===== config.mk =====
export PLATFORM = sky130hd
export DESIGN_NAME = fpu_pipe_seq_flat
export DESIGN_NICKNAME = d
export VERILOG_FILES = /design/src/rtl/fpu_pipe_seq_if.sv /design/src/rtl/fpu_pipe_seq.sv /design/src/flat_wrapper.sv
export SDC_FILE = /design/constraint.sdc
export NUM_CORES = 1
export LEC_CHECK = 0
export CELL_PAD_IN_SITES_DETAIL_PLACEMENT = 0
export CELL_PAD_IN_SITES_GLOBAL_PLACEMENT = 2
export CORE_UTILIZATION = 31
export DETAILED_ROUTE_END_ITERATION = 7
export PLACE_DENSITY_LB_ADDON = 0.1
export SYNTH_ARGS = -nofsm -noshare
export SYNTH_HDL_FRONTEND = slang
export SYNTH_SLANG_ARGS = --single-unit

===== constraint.sdc =====
create_clock -name clk -period 3.65 [get_ports clk]
set_input_delay 0.365 -clock clk [delete_from_list [all_inputs] [get_ports clk]]
set_output_delay 0.365 -clock clk [all_outputs]
set_load 0.005 [all_outputs]

===== src/rtl/fpu_pipe_seq_if.sv =====
// Handshake and status bundle between the issuing unit and the FP pipe sequencer.
interface fpu_pipe_seq_if #(
    parameter int STAGES = 5,
    parameter int TAG_W  = 4,
    parameter int CNT_W  = 8
);
    logic               start;
    logic [TAG_W-1:0]   tag_in;
    logic               ready;
    logic               mode;
    logic               stall;
    logic               flush;
    logic [STAGES-1:0]  stage_en;
    logic               done;
    logic [TAG_W-1:0]   done_tag;
    logic               flag;
    logic               busy;
    logic [CNT_W-1:0]   ops_done;

    // Issuing unit side
    modport master (
        output start, tag_in, mode, stall, flush,
        input  ready, stage_en, done, done_tag, flag, busy, ops_done
    );

    // Sequencer side
    modport slave (
        input  start, tag_in, mode, stall, flush,
        output ready, stage_en, done, done_tag, flag, busy, ops_done
    );
endinterface


===== src/rtl/fpu_pipe_seq.sv =====
// Stage sequencer for the FP datapaths: a valid/tag shift register tracks ops
// in flight, driving per-stage load enables, a completion strobe with its tag,
// a sticky result flag and a wrapping completion counter.
module fpu_pipe_seq #(
    parameter int STAGES = 5,
    parameter int TAG_W  = 4,
    parameter int CNT_W  = 8
) (
    input  logic          clk,
    input  logic          rst_n,
    fpu_pipe_seq_if.slave bus
);
    logic [STAGES-1:0]            vld_pipe;
    logic [STAGES-1:0][TAG_W-1:0] tag_pipe;
    logic                         mode_q;
    logic                         flag_q;
    logic [CNT_W-1:0]             cnt_q;

    logic busy;
    logic ready;
    logic accept;
    logic advance;
    logic done;

    // Flush outranks stall; either one freezes movement through the stages.
    assign advance = ~bus.stall & ~bus.flush;
    assign busy    = |vld_pipe;
    // Sequential mode admits a new op only once the pipe has fully drained.
    assign ready   = advance & (mode_q | ~busy);
    assign accept  = bus.start & ready & ~bus.flush;
    assign done    = vld_pipe[STAGES-1] & advance;

    assign bus.ready    = ready;
    assign bus.busy     = busy;
    assign bus.stage_en = vld_pipe & {STAGES{advance}};
    assign bus.done     = done;
    assign bus.done_tag = tag_pipe[STAGES-1];
    assign bus.flag     = flag_q;
    assign bus.ops_done = cnt_q;

    // Valid shift register: cleared by flush, frozen by stall, else shifts in accept.
    always_ff @(posedge clk or negedge rst_n) begin
        if (!rst_n)
            vld_pipe <= '0;
        else if (bus.flush)
            vld_pipe <= '0;
        else if (!bus.stall)
            vld_pipe <= {vld_pipe[STAGES-2:0], accept};
    end

    // Tag shift register moves in lockstep with the valids; contents are don't-care on flush.
    always_ff @(posedge clk or negedge rst_n) begin
        if (!rst_n)
            tag_pipe <= '0;
        else if (advance)
            tag_pipe <= {tag_pipe[STAGES-2:0], bus.tag_in};
    end

    // Mode is sampled only while idle so in-flight ops never see a mode change.
    always_ff @(posedge clk or negedge rst_n) begin
        if (!rst_n)
            mode_q <= 1'b0;
        else if (!busy)
            mode_q <= bus.mode;
    end

    // Sticky result flag: completion wins over a coincident new issue.
    always_ff @(posedge clk or negedge rst_n) begin
        if (!rst_n)
            flag_q <= 1'b0;
        else if (done)
            flag_q <= 1'b1;
        else if (accept)
            flag_q <= 1'b0;
    end

    // Completed-op counter, wraps naturally at 2^CNT_W.
    always_ff @(posedge clk or negedge rst_n) begin
        if (!rst_n)
            cnt_q <= '0;
        else if (done)
            cnt_q <= cnt_q + 1'b1;
    end
endmodule


===== src/flat_wrapper.sv =====
// flat-port wrapper written by rule: the top's interface ports become plain ports
module fpu_pipe_seq_flat 
#(
    parameter int STAGES = 5,
    parameter int TAG_W  = 4,
    parameter int CNT_W  = 8
)
  (clk, rst_n, bus_start, bus_tag_in, bus_mode, bus_stall, bus_flush, bus_ready, bus_stage_en, bus_done, bus_done_tag, bus_flag, bus_busy, bus_ops_done);
  fpu_pipe_seq_if #(.STAGES(STAGES), .TAG_W(TAG_W), .CNT_W(CNT_W)) bus_i ();
  input  logic clk;
  input  logic rst_n;
  input wire logic [$bits(bus_i.start)-1:0] bus_start;
  input wire logic [$bits(bus_i.tag_in)-1:0] bus_tag_in;
  input wire logic [$bits(bus_i.mode)-1:0] bus_mode;
  input wire logic [$bits(bus_i.stall)-1:0] bus_stall;
  input wire logic [$bits(bus_i.flush)-1:0] bus_flush;
  output wire logic [$bits(bus_i.ready)-1:0] bus_ready;
  output wire logic [$bits(bus_i.stage_en)-1:0] bus_stage_en;
  output wire logic [$bits(bus_i.done)-1:0] bus_done;
  output wire logic [$bits(bus_i.done_tag)-1:0] bus_done_tag;
  output wire logic [$bits(bus_i.flag)-1:0] bus_flag;
  output wire logic [$bits(bus_i.busy)-1:0] bus_busy;
  output wire logic [$bits(bus_i.ops_done)-1:0] bus_ops_done;
  assign bus_i.start = bus_start;
  assign bus_i.tag_in = bus_tag_in;
  assign bus_i.mode = bus_mode;
  assign bus_i.stall = bus_stall;
  assign bus_i.flush = bus_flush;
  assign bus_ready = bus_i.ready;
  assign bus_stage_en = bus_i.stage_en;
  assign bus_done = bus_i.done;
  assign bus_done_tag = bus_i.done_tag;
  assign bus_flag = bus_i.flag;
  assign bus_busy = bus_i.busy;
  assign bus_ops_done = bus_i.ops_done;
  fpu_pipe_seq #(.STAGES(STAGES), .TAG_W(TAG_W), .CNT_W(CNT_W)) u_core (.clk(clk), .rst_n(rst_n), .bus(bus_i));
endmodule

==> flow_summary.yaml, run 1 <==
outcome:
  outcome: "completed"
setup_path:
  worstSetupEndpointType: "output pin"
  critPathLaunchType: "primary input"
  path_buf_inv: 3
  critical_path_class: "in2out"
  worstPathCellList: "clkdlybuf4s50_1 -> or2_1 -> buf_4 -> nor2_1 -> clkdlybuf4s50_1"
  crit_arrival_ns: 2.14
  crit_path_frequent_cell: "clkdlybuf4s50_1"
  reg2reg_depth: 2
  required_ns: 3.28
  slowest_stage: "clkdlybuf4s50_1"
  max_stage_delay_ns: 0.60
  path_depth: 5
  cp_max_fo: 24
  crit_family: "buffers and inverters"
routing:
  drt-pass1-iter-count: 4
  post_drt_wl_per_cell_um: 12.0
  drtIter0Drc: 53
  dr_wl_met3_um: 125
  remaining_drc_errors: 0
  met1Wirelength_um: 1440
  wl_um: 2810
  vias_per_cell: 4.39
  dr.max_layer_used: "met4"
  met2_length_um: 1230
  ant_nets: 0
  dr_total_vias: 1031
floorplanning:
  fp.dieArea_um2: 5150
  start_util: 0.321
  rows: 25
  die_x_um: 71.7
  core_um2: 4690
  die_h_um: 71.7
  ios: 31
timing:
  min_period_ns: 2.50
  slew_violations: 0
  relSlewSlack: 0.711
  finalCritPeriodShare: 0.686
  hold_viol_final: 0
  tightest_slew_ns: 0.434
  clock_skew_ns: 0.00324
  max_freq_ghz: 0.399
  fin_hold_ws_ns: 0.462
  grt_setup_unrepaired: "no"
  tns_ns: 0
  finalSetupViolations: 0
cts:
  cts.path.max_buffers: 2
  hold_buffers: 0
  clk_latency_ns: 0.28
  postCtsSetupBuffers: 0
  htree_levels: 2
  cts.repair.resized: 0
  cts.clk_slew.worst_paths_ns: 0.07
  cts_made_buffers: 5
  tritoncts: "yes"
  ctsRootBufferMaster: "clkbuf_8"
  cts.sinks: 35
synth:
  ys_seq_area_frac: 0.581
  yosysTopAreaCell: "dfrtp_1"
  synth_top_area_share: 0.581
  synthTopCellsByArea: "dfrtp_1 58%, nand2_1 16%, mux2i_1 2.7%"
  synth_area_um2: 1510
  ys_warn_count: 0
  syn-num-nets: 163
  ys_seq_elements: 35
  netlist_instances: 152
  postSynthAreaPerCell_um2: 9.92
  synthDistinctLibCells: 22
grt:
  grt_overflow: 0
  antenna_found_initial: 0
  grt_pass1_vias: 1034
  track_usage: 0.124
  grt_pass1_wl_um: 4780
  grt_max_degree: 36
power:
  clockPowerShare: 0.324
  switchingPower_mw: 0.202
  intPower_mw: 0.617
  p_per_area_nw_per_um2: 433
  finalPower_mw: 0.819
  seqPwrFrac: 0.552
  p_comb_frac: 0.124
  peakVddDrop_mv: 0.153
  p_leak_nw: 0.935
  swShare: 0.247
min_path:
  hold_path_depth: 2
  hold_class: "reg2reg"
placed_design:
  port_buffers: 30
  dp_hpwl_um: 1780
  place.gp.congestion: 0.685
flow_run:
  drv_cap: 0
cells_and_area:
  layout_commonest_cell: "nand2_1"
  final_cell_mix: "64 x nand2_1, 35 x dfrtp_1, 30 x clkdlybuf4s50_1, 8 x nor2_1, 5 x clkbuf_8"
  diodes: 0
  area_growth_pct: 25.6
  nNetsFinal: 191
  num-fill-cells: 467
  drive_gt1_frac: 0.0773
## power groups by stage
stage	registers (mW)	logic (mW)	clock network, mW
after CTS	0.453	0.105	0.278
after floorplan	0.456	0.0648	0
final	0.453	0.101	0.265
after detailed placement	0.461	0.104	0
after global routing	0.458	0.117	0.296
after global placement	0.460	0.102	0
## sequential cells by signal (all words and copies together) (netlist names)
name / flops
u_core.tag_pipe: 16
u_core.bus.ops_done: 8
u_core.vld_pipe: 5
u_core.bus.done_tag: 4
u_core.bus.flag: 1
u_core.mode_q: 1
## tightest hold or removal path, cell delays in order (launching register included)
cell	delay [ns]
dfrtp_1	0.34
nand2_1	0.05
nand2_1	0.04
## per-stage QoR
step	area, um2	utilization	cells	setup WS, ns
floorplan	1510	-	152	2.15
global placement	1810	0.386	227	1.17
detailed placement	1810	0.386	227	1.13
CTS	1890	0.404	235	1.13
global route	1890	0.404	235	1.06
finish	1890	0.404	235	1.15
## final cells by class
class	instances	area [um2]	area share
Clock inverter	1	5.00	0.00264
Clock buffer	7	76.3	0.0403
Timing Repair Buffer	33	323	0.170
Multi-Input combinational cell	105	547	0.289
Tap cell	54	67.6	0.0357
Sequential cell	35	876	0.462
## synth_stat cells, drive strengths merged
cell	instances
buf	12
nand2	64
a21oi	1
and2	4
o21ai	1
o22a	1
and3	1
xnor2	3
mux2i	4
nand4	4
nor3b	1
nor3	3
nand3b	2
or2	1
mux2	2
ha	1
xor2	4
dfrtp	35
nor2	8
## worst paths after layout
kind	start	end	slack, ns
max	bus_stall	bus_ready	1.15
min	u_core.tag_pipe[10]$_DFFE_PN0N_	u_core.tag_pipe[14]$_DFFE_PN0N_	0.46
max reg2reg	u_core.vld_pipe[4]$_DFFE_PN0P_	u_core.bus.ops_done[1]$_DFFE_PN0P_	2.33
min reg2reg	u_core.tag_pipe[10]$_DFFE_PN0N_	u_core.tag_pipe[14]$_DFFE_PN0N_	0.46
max in group asynchronous	rst_n	u_core.vld_pipe[2]$_DFFE_PN0P_	2.84
min in group asynchronous	rst_n	u_core.bus.ops_done[4]$_DFFE_PN0P_	0.50
## per-layer routing
layer | vias to the layer above | track usage
met4 | 0 | 0.0523
met3 | 2 | 0.0478
met1 | 477 | 0.167
met5 | - | 0
li1 | 528 | -
met2 | 24 | 0.179
## cells by family (layout without fill, tap and decap cells)
group / after synthesis / count (layout) / share of synthesized area
AO/OA/AOI/OAI: 3 / 3 / 0.0124
adder cells (fa/ha/maj): 1 / 1 / 0.00830
AND/OR/NAND/NOR: 88 / 88 / 0.260
multiplexers: 6 / 6 / 0.0415
flip-flops: 35 / 35 / 0.581
XOR/XNOR: 7 / 7 / 0.0407
buffers and inverters: 12 / 41 / 0.0564
Note: power is estimated with default switching activity, not from simulation.
==> inputs of run 2 (changes only) <==
- CORE_UTILIZATION: 31 -> 28
- clock period: 3.65 -> 2 ns (I/O delays scaled with it)
==> run 2 against run 1 <==
Compared with the run above: wire length increased by 3.4%; final area increased by 5.1%; cell count rose by 8.1%; largest cell class unchanged; highest routed layer unchanged.
==> flow_summary.yaml, run 2 (same netlist as run 1, synthesis figures left out) <==
setup_path:
  rr_startpoint: "u_core.vld_pipe[4]$_DFFE_PN0P_"
  required_ns: 1.80
  worstSetupEndpointType: "output pin"
  max_stage_delay_ns: 0.51
  crit_arrival_ns: 1.67
  worstReg2RegEnd: "u_core.bus.ops_done[1]$_DFFE_PN0P_"
  worstPathCellList: "nor3_2 -> a21oi_1 -> nor2_1 -> clkdlybuf4s50_1"
  critPathLaunchType: "flop"
  critical_path_class: "reg2out"
  endpoint: "bus_ready"
  slowest_stage: "clkdlybuf4s50_1"
  reg2reg_slack_ns: 0.72
  cp_max_fo: 4
  cp-startpoint: "u_core.vld_pipe[3]$_DFFE_PN0P_"
  reg2reg_depth: 3
cts:
  cts.path.max_buffers: 2
  cts.sinks: 35
  ctsRootBufferMaster: "clkbuf_8"
  clk_latency_ns: 0.28
  htree_levels: 2
  cts_made_buffers: 5
  hold_buffers: 0
  tritoncts: "yes"
  cts.clk_slew.worst_paths_ns: 0.07
power:
  p_leak_nw: 0.975
  p_per_area_nw_per_um2: 840
  peakVddDrop_mv: 0.371
cells_and_area:
  drive_gt1_frac: 0.109
  largest_reg_flops: 16
  final_cell_mix: "64 x nand2_1, 35 x dfrtp_1, 30 x clkdlybuf4s50_1, 8 x nor2_1, 6 x clkbuf_8"
  num-fill-cells: 573
  area_growth_pct: 32.0
  diodes: 0
  regMostFlops: "u_core.tag_pipe"
  fin_cells: 254
  layout_commonest_cell: "nand2_1"
  nNetsFinal: 194
grt:
  grt_pass1_vias: 1077
  antenna_found_initial: 0
  grt_overflow: 0
  track_usage: 0.123
  grt_max_degree: 36
  grt_pass1_wl_um: 5080
placed_design:
  dp_cells: 246
  dp_hpwl_um: 1920
  place.gp.congestion: 0.733
  port_buffers: 30
floorplanning:
  die_x_um: 75.4
  fp.dieArea_um2: 5680
  start_util: 0.293
  rows: 26
  ios: 31
  core_um2: 5140
  die_h_um: 75.4
routing:
  post_drt_wl_per_cell_um: 11.5
  vias_per_cell: 4.28
  drtIter0Drc: 62
  drt-pass1-iter-count: 3
  wl_um: 2910
  remaining_drc_errors: 0
  ant_nets: 0
  dr_total_vias: 1088
timing:
  slew_violations: 0
  fin_hold_ws_ns: 0.290
  hold_viol_final: 0
  clock_skew_ns: 0.00589
  finalCritPeriodShare: 0.934
  grt_setup_unrepaired: "no"
  tightest_slew_ns: 0.263
  relSlewSlack: 0.824
  finalSetupViolations: 0
  max_freq_ghz: 0.536
  tns_ns: 0
  min_period_ns: 1.87
flow_run:
  drv_cap: 0
outcome:
  outcome: "completed"
min_path:
  hold_class: "in2async"
==> run 2: what timing repair did <==
item / CTS / global route
setup endpoints to repair: 0 / 1
buffers inserted: 0 / 0
gates resized for setup: 0 / 1
==> run 2: cell type report <==
cell class                      instances  area (um2)  share of cell area
Tap cell                               70        87.6              0.0440
Clock buffer                            6        82.6              0.0415
Clock inverter                          2        35.0              0.0176
Sequential cell                        35         876               0.440
Multi-Input combinational cell        105         552               0.277
Timing Repair Buffer                   36         358               0.180
==> run 2: how the worst min path moves through the flow <==
| stage | start | end | cells after the start |
|---|---|---|---|
| 2_1_floorplan | rst_n | u_core.bus.done_tag[0]$_DFFE_PN0N_ | 0 |
| 3_3_place_gp | u_core.tag_pipe[3]$_DFFE_PN0N_ | u_core.tag_pipe[7]$_DFFE_PN0N_ | 2 |
| 3_5_place_dp | u_core.tag_pipe[10]$_DFFE_PN0N_ | u_core.tag_pipe[14]$_DFFE_PN0N_ | 2 |
| 4_1_cts | rst_n | u_core.tag_pipe[13]$_DFFE_PN0N_ | 2 |
| 5_1_grt | rst_n | u_core.tag_pipe[1]$_DFFE_PN0N_ | 2 |
| 6_report | rst_n | u_core.tag_pipe[1]$_DFFE_PN0N_ | 2 |
==> run 2: layer usage <==
| layer | up-vias | GRT usage | wire, um |
|---|---|---|---|
| li1 | 535 | - | - |
| met1 | 527 | 0.151 | 1340 |
| met2 | 20 | 0.192 | 1370 |
| met3 | 6 | 0.0450 | 140 |
| met4 | 0 | 0.0556 | 56 |
| met5 | - | 0 | 0 |
==> run 2: stage by stage <==
| stage | total power [mW] | area, um2 | worst slack, ns | utilization |
|---|---|---|---|---|
| 2_1_floorplan | 0.950 | 1510 | 0.812 | - |
| 3_3_place_gp | 1.03 | 1870 | 0.193 | 0.363 |
| 3_5_place_dp | 1.04 | 1870 | 0.168 | 0.363 |
| 4_1_cts | 1.71 | 1990 | 0.0232 | 0.386 |
| 5_1_grt | 1.78 | 1990 | 0.0225 | 0.387 |
| 6_report | 1.67 | 1990 | 0.133 | 0.387 |
==> run 2: worst max-delay path, delay by kind of cell, from the launching register on <==
family / cells / cell delay [ns]
simple gates: 2 / 0.33
buf+inv: 1 / 0.51
flops: 1 / 0.42
compound gates: 1 / 0.13
==> run 2: power by group <==
group | internal (mW) | leakage, nW | switching, mW | total, mW
Sequential | 0.785 | 0.462 | 0.0430 | 0.828
Combinational | 0.102 | 0.452 | 0.0894 | 0.192
Clock | 0.403 | 0.0612 | 0.248 | 0.651
Total | 1.29 | 0.975 | 0.381 | 1.67
==> inputs of run 3 (changes only) <==
- PLACE_DENSITY: unset -> 0.8
- PLACE_DENSITY_LB_ADDON: 0.1 -> unset
==> run 3 against run 2 <==
Compared with the run above: global-route usage is 0.54 points lower; final area is 2.1% lower; sequential cell count stayed put; combinational power hardly changed; wire length is 0.89% lower; die area stayed put; critical path depth stayed put; count of clock-buffer cells in the layout stayed put; critical path type is now in2out; largest cell class unchanged.
==> flow_summary.yaml, run 3 (same netlist as run 1, synthesis figures left out) <==
timing:
  hold_viol_final: 0
  clock_skew_ns: 0.00388
  setup_ws_ns: 0.128
  min_period_ns: 1.87
  relSlewSlack: 0.701
  max_freq_ghz: 0.534
  tns_ns: 0
  tightest_slew_ns: 0.448
  finalCritPeriodShare: 0.936
  finalSetupViolations: 0
  grt_setup_unrepaired: "no"
  slew_violations: 0
routing:
  drt-pass1-iter-count: 2
  remaining_drc_errors: 0
  dr_total_vias: 1054
  ant_nets: 0
  post_drt_wl_per_cell_um: 11.4
  drtIter0Drc: 37
  wl_um: 2880
  vias_per_cell: 4.17
cells_and_area:
  num-fill-cells: 550
  drive_gt1_frac: 0.104
  fin_util: 0.379
  regMostFlops: "u_core.tag_pipe"
  design_area_um2: 1950
  final_cell_mix: "64 x nand2_1, 35 x dfrtp_1, 30 x clkdlybuf4s50_1, 8 x nor2_1"
  layout_commonest_cell: "nand2_1"
  nNetsFinal: 194
  largest_reg_flops: 16
  diodes: 0
  area_growth_pct: 29.2
cts:
  tritoncts: "yes"
  cts.repair.resized: 0
  cts.path.max_buffers: 2
  cts.clk_slew.worst_paths_ns: 0.06
  clk_latency_ns: 0.28
  hold_buffers: 0
  cts_made_buffers: 5
  ctsRootBufferMaster: "clkbuf_8"
  cts.sinks: 35
  postCtsSetupBuffers: 0
  htree_levels: 2
power:
  p_leak_nw: 0.957
  finalPower_mw: 1.51
  peakVddDrop_mv: 0.268
  p_per_area_nw_per_um2: 777
placed_design:
  dp_hpwl_um: 1960
  place.gp.congestion: 0.716
  place_ws_ns: 0.102
  port_buffers: 30
  placed_area_um2: 1860
floorplanning:
  ios: 31
  die_h_um: 75.4
  start_util: 0.293
  core_um2: 5140
  die_x_um: 75.4
  fp.dieArea_um2: 5680
  rows: 26
grt:
  track_usage: 0.117
  grt_pass1_wl_um: 4830
  antenna_found_initial: 0
  grt_pass1_vias: 1043
  grt_overflow: 0
  grt_max_degree: 36
setup_path:
  rr_startpoint: "u_core.vld_pipe[4]$_DFFE_PN0P_"
  critical_path_class: "in2out"
  cp_max_fo: 5
  crit_arrival_ns: 1.67
  required_ns: 1.80
  cp-startpoint: "bus_stall"
  critPathLaunchType: "primary input"
  reg2reg_slack_ns: 0.71
  worstSetupEndpointType: "output pin"
outcome:
  outcome: "completed"
flow_run:
  drv_cap: 0
min_path:
  hold_class: "in2async"
-- run 3: cell types whose count changed in the layout (fill, tap and decap cells not counted), sizes merged --
| cell | previous run | this run |
|---|---|---|
| bufinv | 1 | 0 |
-- run 3: worst paths after layout --
path                                                      endpoint  cells past startpoint
worst max register to register  u_core.bus.ops_done[1]$_DFFE_PN0P_                      3
worst min-delay path            u_core.bus.done_tag[2]$_DFFE_PN0N_                      2
worst min register to register     u_core.tag_pipe[12]$_DFFE_PN0N_                      2
min in group clk                    u_core.tag_pipe[3]$_DFFE_PN0N_                      3
max in group asynchronous           u_core.tag_pipe[8]$_DFFE_PN0N_                      2
worst max-delay path                               bus_stage_en[1]                      4
-- run 3: final cells by class --
class | count | area (um2) | share of cell area
clock inverters | 1 | 5.00 | 0.00257
multi-input cells | 105 | 552 | 0.283
clock buffers | 6 | 82.6 | 0.0424
well taps | 70 | 87.6 | 0.0450
repair buffers | 36 | 345 | 0.177
flip-flops and latches | 35 | 876 | 0.450
-- run 3: worst max-delay path: stages --
cell,delay (ns)
clkdlybuf4s50_1,0.50
nor2_1,0.28
and2_1,0.18
clkdlybuf4s50_1,0.50
-- run 3: metal layers --
| layer | track usage | routed length (um) | vias to the layer above |
|---|---|---|---|
| met5 | 0 | 0 | - |
| met4 | 0.0741 | 66 | 0 |
| met3 | 0.0291 | 102 | 9 |
| met2 | 0.191 | 1430 | 16 |
| met1 | 0.138 | 1280 | 498 |
| li1 | - | - | 531 |
-- run 3: metrics by stage --
step           std cells  hold WS, ns
2_1_floorplan        152      -0.0956
3_3_place_gp         246        0.445
3_5_place_dp         246        0.455
4_1_cts              253        0.334
5_1_grt              253        0.356
6_report             253        0.329
-- run 3: power breakdown --
group	switching (mW)	total, mW	internal (mW)
clock network	0.226	0.495	0.270
logic	0.0892	0.189	0.0996
registers	0.0430	0.829	0.786
total	0.358	1.51	1.15
